File: src/rtl/button_pkg.sv
// button_pkg
//   Shared definitions for the push-button conditioner:
//   - default debounce / hold / repeat timing constants
//   - the per-channel FSM state encoding
//   - a packed debug view of all three channels (states + debounced levels)
//   - helper that sizes the per-channel counter
package button_pkg;

  localparam int         DEFAULT_DEBOUNCE_CYCLES = 4;
  localparam int         DEFAULT_HOLD_CYCLES     = 250;
  localparam int         DEFAULT_REPEAT_CYCLES   = 50;
  localparam logic [2:0] DEFAULT_REPEAT_EN       = 3'b011;

  typedef enum logic [2:0] {
    ST_IDLE       = 3'd0,
    ST_PRESS_DB   = 3'd1,
    ST_HELD       = 3'd2,
    ST_REPEAT     = 3'd3,
    ST_RELEASE_DB = 3'd4
  } btn_state_e;

  typedef struct packed {
    btn_state_e soma;
    btn_state_e subtracao;
    btn_state_e cont;
    logic [2:0] level;   // {cont, subtracao, soma} debounced levels
  } btn_dbg_t;

  // Counter width: clog2 of the largest timing parameter, never below 1 bit.
  function automatic int cnt_width(input int a, input int b, input int c);
    int m;
    m = 2;
    if (a > m) m = a;
    if (b > m) m = b;
    if (c > m) m = c;
    return $clog2(m);
  endfunction

endpackage

File: src/rtl/button_channel.sv
// button_channel
//   One push-button channel: 2-FF synchronizer, debounce/hold/repeat FSM with
//   a single counter, and a registered one-cycle pulse plus debounced level.
//
//   Ports:
//     clock    - system clock, rising edge
//     reset    - asynchronous, active-low
//     btn_raw  - raw bouncing button level (asynchronous)
//     pulse    - one-cycle press / auto-repeat pulse (registered)
//     level    - debounced level: 1 in HELD, REPEAT, RELEASE_DB (registered)
//     state    - current FSM state, for debug visibility
//
//   DEBOUNCE_CYCLES must be at least 2; HOLD_CYCLES and REPEAT_CYCLES at
//   least 2 so pulses are never adjacent.
module button_channel import button_pkg::*; #(
  parameter int   DEBOUNCE_CYCLES = DEFAULT_DEBOUNCE_CYCLES,
  parameter int   HOLD_CYCLES     = DEFAULT_HOLD_CYCLES,
  parameter int   REPEAT_CYCLES   = DEFAULT_REPEAT_CYCLES,
  parameter logic REPEAT_EN       = 1'b0
) (
  input  logic       clock,
  input  logic       reset,
  input  logic       btn_raw,
  output logic       pulse,
  output logic       level,
  output btn_state_e state
);

  localparam int CNT_W = cnt_width(DEBOUNCE_CYCLES, HOLD_CYCLES, REPEAT_CYCLES);

  // The sample that moves IDLE->PRESS_DB (or HELD->RELEASE_DB) is the first
  // of the debounce window, so the counter only has to cover the remaining
  // DEBOUNCE_CYCLES-1 samples: it qualifies on reaching DEBOUNCE_CYCLES-2.
  localparam logic [CNT_W-1:0] DB_LAST   = CNT_W'(DEBOUNCE_CYCLES - 2);
  localparam logic [CNT_W-1:0] HOLD_LAST = CNT_W'(HOLD_CYCLES - 1);
  localparam logic [CNT_W-1:0] REP_LAST  = CNT_W'(REPEAT_CYCLES - 1);

  logic             sync1_q, sync1_d;
  logic             sync2_q, sync2_d;
  btn_state_e       state_q, state_d;
  logic [CNT_W-1:0] cnt_q, cnt_d;
  logic             pulse_q, pulse_d;
  logic             level_q, level_d;
  logic             sync;

  assign sync = sync2_q;

  always_comb begin
    sync1_d = btn_raw;
    sync2_d = sync1_q;
  end

  always_comb begin
    state_d = state_q;
    cnt_d   = cnt_q;
    pulse_d = 1'b0;
    unique case (state_q)
      ST_IDLE: begin
        if (sync) begin
          state_d = ST_PRESS_DB;
          cnt_d   = '0;
        end
      end
      ST_PRESS_DB: begin
        if (!sync) begin
          state_d = ST_IDLE;
          cnt_d   = '0;
        end else if (cnt_q == DB_LAST) begin
          state_d = ST_HELD;
          cnt_d   = '0;
          pulse_d = 1'b1;
        end else begin
          cnt_d = cnt_q + 1'b1;
        end
      end
      ST_HELD: begin
        if (!sync) begin
          state_d = ST_RELEASE_DB;
          cnt_d   = '0;
        end else if (cnt_q == HOLD_LAST) begin
          // Without auto-repeat the counter parks at HOLD_LAST.
          if (REPEAT_EN) begin
            state_d = ST_REPEAT;
            cnt_d   = '0;
            pulse_d = 1'b1;
          end
        end else begin
          cnt_d = cnt_q + 1'b1;
        end
      end
      ST_REPEAT: begin
        if (!sync) begin
          state_d = ST_RELEASE_DB;
          cnt_d   = '0;
        end else if (cnt_q == REP_LAST) begin
          cnt_d   = '0;
          pulse_d = 1'b1;
        end else begin
          cnt_d = cnt_q + 1'b1;
        end
      end
      ST_RELEASE_DB: begin
        // A bounce back to 1 restarts the hold timer from zero.
        if (sync) begin
          state_d = ST_HELD;
          cnt_d   = '0;
        end else if (cnt_q == DB_LAST) begin
          state_d = ST_IDLE;
          cnt_d   = '0;
        end else begin
          cnt_d = cnt_q + 1'b1;
        end
      end
      default: begin
        state_d = ST_IDLE;
        cnt_d   = '0;
      end
    endcase
  end

  // Level is registered from the next state so it tracks state_q exactly.
  always_comb begin
    level_d = (state_d == ST_HELD) || (state_d == ST_REPEAT) ||
              (state_d == ST_RELEASE_DB);
  end

  always_ff @(posedge clock or negedge reset) begin
    if (!reset) begin
      sync1_q <= 1'b0;
      sync2_q <= 1'b0;
      state_q <= ST_IDLE;
      cnt_q   <= '0;
      pulse_q <= 1'b0;
      level_q <= 1'b0;
    end else begin
      sync1_q <= sync1_d;
      sync2_q <= sync2_d;
      state_q <= state_d;
      cnt_q   <= cnt_d;
      pulse_q <= pulse_d;
      level_q <= level_d;
    end
  end

  assign pulse = pulse_q;
  assign level = level_q;
  assign state = state_q;

endmodule

File: src/rtl/button_conditioner.sv
// button_conditioner
//   Three independent button channels (soma, subtracao, cont) producing
//   one-cycle pulses for the clock/display block.
//
//   Ports:
//     clock, reset                     - system clock; async active-low reset
//     soma_raw, subtracao_raw, cont_raw - raw bouncing button levels
//     soma, subtracao, cont            - one-cycle pulses
//     cont_level                       - debounced level of the cont button
//     dbg_state                        - FSM states and levels of all channels
//
//   soma and subtracao are mutually exclusive: if both channels pulse in the
//   same cycle, neither is forwarded (the channel FSMs are unaffected).
module button_conditioner import button_pkg::*; #(
  parameter int         DEBOUNCE_CYCLES = DEFAULT_DEBOUNCE_CYCLES,
  parameter int         HOLD_CYCLES     = DEFAULT_HOLD_CYCLES,
  parameter int         REPEAT_CYCLES   = DEFAULT_REPEAT_CYCLES,
  parameter logic [2:0] REPEAT_EN       = DEFAULT_REPEAT_EN
) (
  input  logic     clock,
  input  logic     reset,
  input  logic     soma_raw,
  input  logic     subtracao_raw,
  input  logic     cont_raw,
  output logic     soma,
  output logic     subtracao,
  output logic     cont,
  output logic     cont_level,
  output btn_dbg_t dbg_state
);

  logic       soma_pulse, sub_pulse, cont_pulse;
  logic [2:0] level;
  btn_state_e soma_st, sub_st, cont_st;

  button_channel #(
    .DEBOUNCE_CYCLES (DEBOUNCE_CYCLES),
    .HOLD_CYCLES     (HOLD_CYCLES),
    .REPEAT_CYCLES   (REPEAT_CYCLES),
    .REPEAT_EN       (REPEAT_EN[0])
  ) u_soma (
    .clock   (clock),
    .reset   (reset),
    .btn_raw (soma_raw),
    .pulse   (soma_pulse),
    .level   (level[0]),
    .state   (soma_st)
  );

  button_channel #(
    .DEBOUNCE_CYCLES (DEBOUNCE_CYCLES),
    .HOLD_CYCLES     (HOLD_CYCLES),
    .REPEAT_CYCLES   (REPEAT_CYCLES),
    .REPEAT_EN       (REPEAT_EN[1])
  ) u_subtracao (
    .clock   (clock),
    .reset   (reset),
    .btn_raw (subtracao_raw),
    .pulse   (sub_pulse),
    .level   (level[1]),
    .state   (sub_st)
  );

  button_channel #(
    .DEBOUNCE_CYCLES (DEBOUNCE_CYCLES),
    .HOLD_CYCLES     (HOLD_CYCLES),
    .REPEAT_CYCLES   (REPEAT_CYCLES),
    .REPEAT_EN       (REPEAT_EN[2])
  ) u_cont (
    .clock   (clock),
    .reset   (reset),
    .btn_raw (cont_raw),
    .pulse   (cont_pulse),
    .level   (level[2]),
    .state   (cont_st)
  );

  // Gating registered pulses only: still no path from any raw input.
  assign soma       = soma_pulse & ~sub_pulse;
  assign subtracao  = sub_pulse & ~soma_pulse;
  assign cont       = cont_pulse;
  assign cont_level = level[2];

  assign dbg_state = '{soma: soma_st, subtracao: sub_st, cont: cont_st,
                       level: level};

endmodule

File: config.mk
export PLATFORM = sky130hd
export DESIGN_NAME = button_conditioner
export DESIGN_NICKNAME = d
export VERILOG_FILES = /design/src/rtl/button_pkg.sv /design/src/rtl/button_channel.sv /design/src/rtl/button_conditioner.sv
export SDC_FILE = /design/constraint.sdc
export NUM_CORES = 1
export LEC_CHECK = 0
export CAP_MARGIN = 20
export CORE_ASPECT_RATIO = 1.1
export CORE_MARGIN = 2
export CORE_UTILIZATION = 45
export DETAILED_ROUTE_END_ITERATION = 12
export GPL_ROUTABILITY_DRIVEN = 0
export HOLD_SLACK_MARGIN = 0.12
export PLACE_DENSITY = 0.69
export SETUP_SLACK_MARGIN = 0.05
export SYNTH_ARGS = -nofsm -noshare
export SYNTH_HDL_FRONTEND = slang
export SYNTH_SLANG_ARGS = --single-unit
File: constraint.sdc
create_clock -name clock -period 2.5 [get_ports clock]
set_input_delay 0.25 -clock clock [delete_from_list [all_inputs] [get_ports clock]]
set_output_delay 0.25 -clock clock [all_outputs]
set_load 0.02 [all_outputs]
# --- Yosys cells after proc, flatten, opt, wreduce, memory -nomap -nowiden ---
# Index checks and enable logic that the tools add are counted.
word_totals:
  regBits: 45
  output_inout_bits: 16
  word_cells: 141
  inputBits: 5
classes:
  n_eq_ne: 34
  n_reduce_logical: 11
  mux: 71
  bitwise: 4
  add_sub_neg: 3
op_table:
  columns: ["cell", "count"]
  rows:
  - ["two-way mux 8 bit", 24]
  - ["case mux 8 bit (5 select lines)", 3]
  - ["two-way mux 3 bit", 22]
  - ["equality test 3 x 2 -> 1 bit (second input constant)", 12]
  - ["case mux 3 bit (5 select lines)", 2]
  - ["adder 8 x 1 -> 8 bit (second input constant)", 3]
  - ["equality test 8 x 2 -> 1 bit (second input constant)", 3]
  - ["equality test 8 x 6 -> 1 bit (second input constant)", 3]
  - ["equality test 8 bit (second input constant)", 3]
  - ["equality test 3 bit (second input constant)", 6]
  - ["two-way mux 1 bit", 16]
  - ["case mux 3 bit (4 select lines)", 1]
  - ["equality test 3 x 1 -> 1 bit (second input constant)", 3]
  - ["logical NOT 3 bit", 3]
  - ["logical OR 1 bit", 6]
  - ["!= test 2 x 1 -> 1 bit (second input constant)", 3]
  - ["case mux 1 bit (3 select lines)", 2]
  - ["!= test 3 bit (second input constant)", 1]
  - ["bitwise AND 1 bit", 2]
  - ["NOT 1 bit", 2]
  - ["case mux 1 bit (2 select lines)", 1]
  - ["AND reduction 2 bit", 1]
  - ["OR reduction 2 bit", 1]

# --- Logic depth before layout (Yosys ltp) ---
logic_depth:
  ltp_word: 7
  mapped_depth: 8
  mapped_depth_nobuf: 7

# --- Modules after synthesis ---
# From an unflattened synthesis, not the netlist that was laid out.
hier_totals:
  hier_cells: 269
  hier_area_um2: 2537.4
by_module_without_submodules:
  columns: ["module", "n_inst", "cells_per_inst", "seq_area_each_um2", "area_each_um2"]
  rows:
  - ["button_channel (u_subtracao)", 1, 89, 375.4, 849.6]
  - ["button_channel (u_cont)", 1, 89, 375.4, 833.3]
  - ["button_channel (u_soma)", 1, 88, 375.4, 832.0]
  - ["button_conditioner", 1, 3, 0.0, 22.5]

# --- Worst setup path before layout ---
# Ideal clock, no wire load.
synth_timing:
  kind: "register to register"
  from: "reg u_cont.state_q[1] (netlist: u_cont.state[1])"
  to: "reg u_cont.cnt_q[3]"
  setup_slack_ns: 0.404
  stages_incl_launch_ff: 7
  arrival_ns: 1.996
  period_less_slack_ns: 2.096
  required_time_ns: 2.399
  path_buffers: 1
  setup_time_ns: 0.101
  path_cell_list: "dfrtp_1 clkbuf_1 or4b_2 o21ai_0 a222oi_1 nand2b_1 o311ai_2"
synth_via:
  elab_chain_len: 3
  word_cells_on_any_way: 9
  classes_between: "eq/ne: 6; mux: 1; reduce/logical: 2"
synth_rtl:
  columns: ["item", "line", "rtl"]
  rows:
  - ["start, declared", "button_channel.sv:40", "btn_state_e state_q, state_d;"]
  - ["start signal, assigned", "button_channel.sv:138", "state_q <= state_d;"]
  - ["equality test 3 x 2 -> 1 bit / logical NOT 3 bit (equally long branches)", "button_channel.sv:57", "unique case (state_q)"]
  - ["!= test 3 bit (no source line) / != test 2 x 1 -> 1 bit (equally long branches)", null, null]
  - ["AND reduction 2 bit (no source line)", null, null]
  - ["end signal, assigned", "button_channel.sv:139", "cnt_q <= cnt_d;"]
  - ["end, declared", "button_channel.sv:41", "logic [CNT_W-1:0] cnt_q, cnt_d;"]
# Several ways; a longest one is shown, not always the timed one.
# A chain may end at the register's enable or synchronous reset.

# --- Final worst setup path ---
layout_timing:
  from: "reg u_subtracao.state_q[0] (netlist: u_subtracao.state[0])"
  to: "reg u_subtracao.cnt_q[7]"
layout_via:
  elab_chain_len: 2
  word_cells_on_any_way: 7
  classes_between: "eq/ne: 5; mux: 1; reduce/logical: 1"
layout_rtl:
  columns: ["item", "line"]
  rows:
  - ["start, declared", "button_channel.sv:40"]
  - ["start signal, assigned", "button_channel.sv:138"]
  - ["equality test 3 bit, or another cell as far along", "button_channel.sv:57"]
  - ["case mux 8 bit (5 select lines) / != test 2 x 1 -> 1 bit (equally long branches)", null]
  - ["end signal, assigned", "button_channel.sv:139"]
  - ["end, declared", "button_channel.sv:41"]
# Several ways; a longest one is shown, not always the timed one.

==> summary.txt <==
Place
  – DP Worst Slack: 0.384 ns
  – DP Cell Count: 356
  – Port buffer count: 20
  – Placed cell areas: 2810 µm²
  – Dpl hpwl: 3590 µm

STA
  – Min setup slack post-route: 0.339 ns
  – TNS Setup: 0 ns
  – Max-slew violations: 0
  – RSZ-0062 raised after global routing: no
  – Slew @ Worst Pin: 0.574 ns
  – Hold WS: 0.362 ns
  – Minimum clock period: 2.16 ns
  – Final Skew: 0.00488 ns
  – Max Clk Rate: 0.463 GHz
  – Rel. slew slack: 61.7%
  – Tcrit/Tclk final: 86.4%
  – Setup-failing EPs final: 0
  – Endpoints failing hold: 0

Final layout
  – Post-Layout Inst Area: 2900 µm²
  – Filler Cells Inserted: 489
  – Layout Cells excl Fill: 365
  – Area occupied by multi-input gates: 1320 µm²
  – Final #Nets: 303
  – Final Util: 53.5%
  – Reg area: 1130 µm²
  – Proportion of layout cells with a drive suffix above 1: 8.28%
  – Diodes inserted: 0
  – Layout Area Growth over Synthesis: 13.3%

Clock network
  – CTS tree: built
  – Reg clk slew, reported paths: 0.08 ns
  – Post-CTS Hold Buffers: 1
  – Cts repair resizes: 0
  – Total CTS buffers: 5
  – Clk sinks: 45
  – CTS Buffer Depth: 2
  – Post-CTS Setup Inserts: 0
  – H-tree Lvls: 2
  – CTS Root Cell: clkbuf_8
  – Clock Latency Late Sink: 0.29 ns

Critical path
  – CP Class: reg -> reg
  – Setup crit end kind: register
  – Reg-to-reg startpoint: u_subtracao.state[0]$_DFF_PN0_
  – Crit start category: register
  – Worst EP arrival: 2.34 ns
  – Worst-path maximum fanout: 13
  – Crit. Startpoint: u_subtracao.state[0]$_DFF_PN0_
  – Critical Path RT: 2.68 ns

Logic synthesis
  – Synth Instances: 271
  – Mapped cell area: 2560 µm²
  – Post-synth top cells: dfrtp_1, o21ai_0, nor2_1, nand2_1, a21oi_1
  – Ys flop type: dfrtp_1
  – Syn avg cell area: 9.45 µm²
  – Largest cells by area after synthesis: dfrtp_1, o21ai_0, ha_1
  – Post-synth ARST share: 100%
  – Cell variety after synth: 53
  – Register area share after synthesis: 44.0%
  – Post-Syn Nets: 285
  – Leading area contributor after synthesis: dfrtp_1
  – Most frequent cell after synthesis: dfrtp_1
  – Synth top area share: 44.0%
  – Number of synthesized register bits: 45
  – Yosys warnings: 0
  – Number of flops mapped to enable cells by yosys: 0

Die
  – Rows: 28
  – Top Ports: 21
  – Area of the core: 5430 µm²
  – Initial core utilization: 47.2%
  – Die area: 6310 µm²
  – Die height: 83.1 µm
  – Width of the die: 75.9 µm

Global route
  – First-pass GRT wire length: 8660 µm
  – GRT Overall Usage: 16.6%
  – Initial antenna violation count: 0
  – Vias in the first global route: 1891
  – Largest net degree at the start of global routing: 27
  – GR Overflow Total: 0

Detailed routing
  – DRT iter0 DRCs: 102
  – Via count: 2066
  – Total wire length: 4980 µm
  – Antenna Nets Post-Route: 0
  – Residual DRC: 0
  – Routed WL per cell: 13.6 µm
  – Pre-Repair DR Iteration Count: 4
  – Avg Vias per Cell: 5.66

Min path
  – Worst hold path class: reg -> reg
  – Hold path startpoint: u_soma.sync1_q$_DFF_PN0_

Run status
  – Outcome: finished, final reports clean

Power
  – Max VDD drop: 0.346 mV
  – Power per Cell Area: 742 nW/µm²
  – Tot Pwr: 2.15 mW
  – LEAKAGE: 1.25 nW

Flow run
  – Max_cap viols: 0
==> report_power, final <==
group | leakage, nW | total (mW) | internal [mW] | switching, mW
Sequential | 0.603 | 0.961 | 0.821 | 0.140
Combinational | 0.600 | 0.764 | 0.356 | 0.408
Clock | 0.0450 | 0.428 | 0.194 | 0.234
Total | 1.25 | 2.15 | 1.37 | 0.782
==> path summary, 6_finish.rpt <==
check / end / slack [ns] / depth (start not counted)
min: u_soma.sync$_DFF_PN0_ / 0.36 / 0
max in group asynchronous: u_soma.cnt_q[3]$_DFFE_PN0P_ / 1.43 / 3
min reg2reg: u_soma.sync$_DFF_PN0_ / 0.36 / 0
max: u_subtracao.cnt_q[7]$_DFFE_PN0P_ / 0.34 / 5
min in group asynchronous: u_subtracao.cnt_q[1]$_DFFE_PN0P_ / 0.48 / 2
max reg2reg: u_subtracao.cnt_q[7]$_DFFE_PN0P_ / 0.34 / 5
==> layout by cell type (no fill, tap or decap), types with 3 or more instances in the layout <==
master,instances
dfrtp_1,45
o21ai_0,24
nor2_1,20
clkdlybuf4s50_1,19
nand2_1,17
a21oi_1,13
nor3b_1,9
ha_1,9
inv_1,8
nand3_1,8
nor2b_1,8
nand2b_1,7
a21o_1,7
nor3_1,6
buf_4,6
nand3b_1,5
a31oi_1,5
o2bb2ai_1,5
clkbuf_8,5
o22ai_1,4
nor4_1,4
nand4_1,4
and2_1,3
and3_1,3
mux2i_1,3
and4_1,3
==> critical path, stage by stage, from the launching register on <==
cell	delay (ns)
dfrtp_1	0.53
or4b_2	0.62
a21oi_1	0.21
o32a_2	0.32
o21ai_0	0.12
mux2_2	0.26
==> kinds of logic after synthesis <==
family / count (synthesis) / synth area share (%)
DFF: 45 / 44.0
adders and majority gates: 9 / 4.40
muxes: 4 / 1.61
and+or+nand+nor: 113 / 25.9
AOI/OAI and AO/OA: 75 / 19.3
xor gates and xnor gates: 1 / 0.342
buffers and inverters: 24 / 4.49
==> routing by layer <==
| layer | vias to the layer above | part of all wire (%) | track usage (%) |
|---|---|---|---|
| met5 | - | 0 | 0 |
| met4 | 0 | 1.3 | 5.79 |
| met3 | 6 | 3.3 | 3.59 |
| met2 | 39 | 46 | 26.2 |
| met1 | 987 | 49 | 22.7 |
| li1 | 1034 | - | - |
==> flip-flops by register name, indices dropped and copies added (netlist names), 3 cells and up <==
| register | flops |
|---|---|
| u_cont.cnt_q | 8 |
| u_cont.state | 3 |
| u_soma.cnt_q | 8 |
| u_soma.state | 3 |
| u_subtracao.cnt_q | 8 |
| u_subtracao.state | 3 |
==> final cells by class <==
| class | count | share of cell area [%] |
|---|---|---|
| multi-input cells | 202 | 45.5 |
| flip-flops and latches | 45 | 38.8 |
| repair buffers | 27 | 8.62 |
| well taps | 75 | 3.23 |
| clock buffers | 6 | 2.50 |
| inverters | 8 | 1.03 |
| clock inverters | 2 | 0.345 |
No activity file was read; power rests on OpenSTA's default activity.
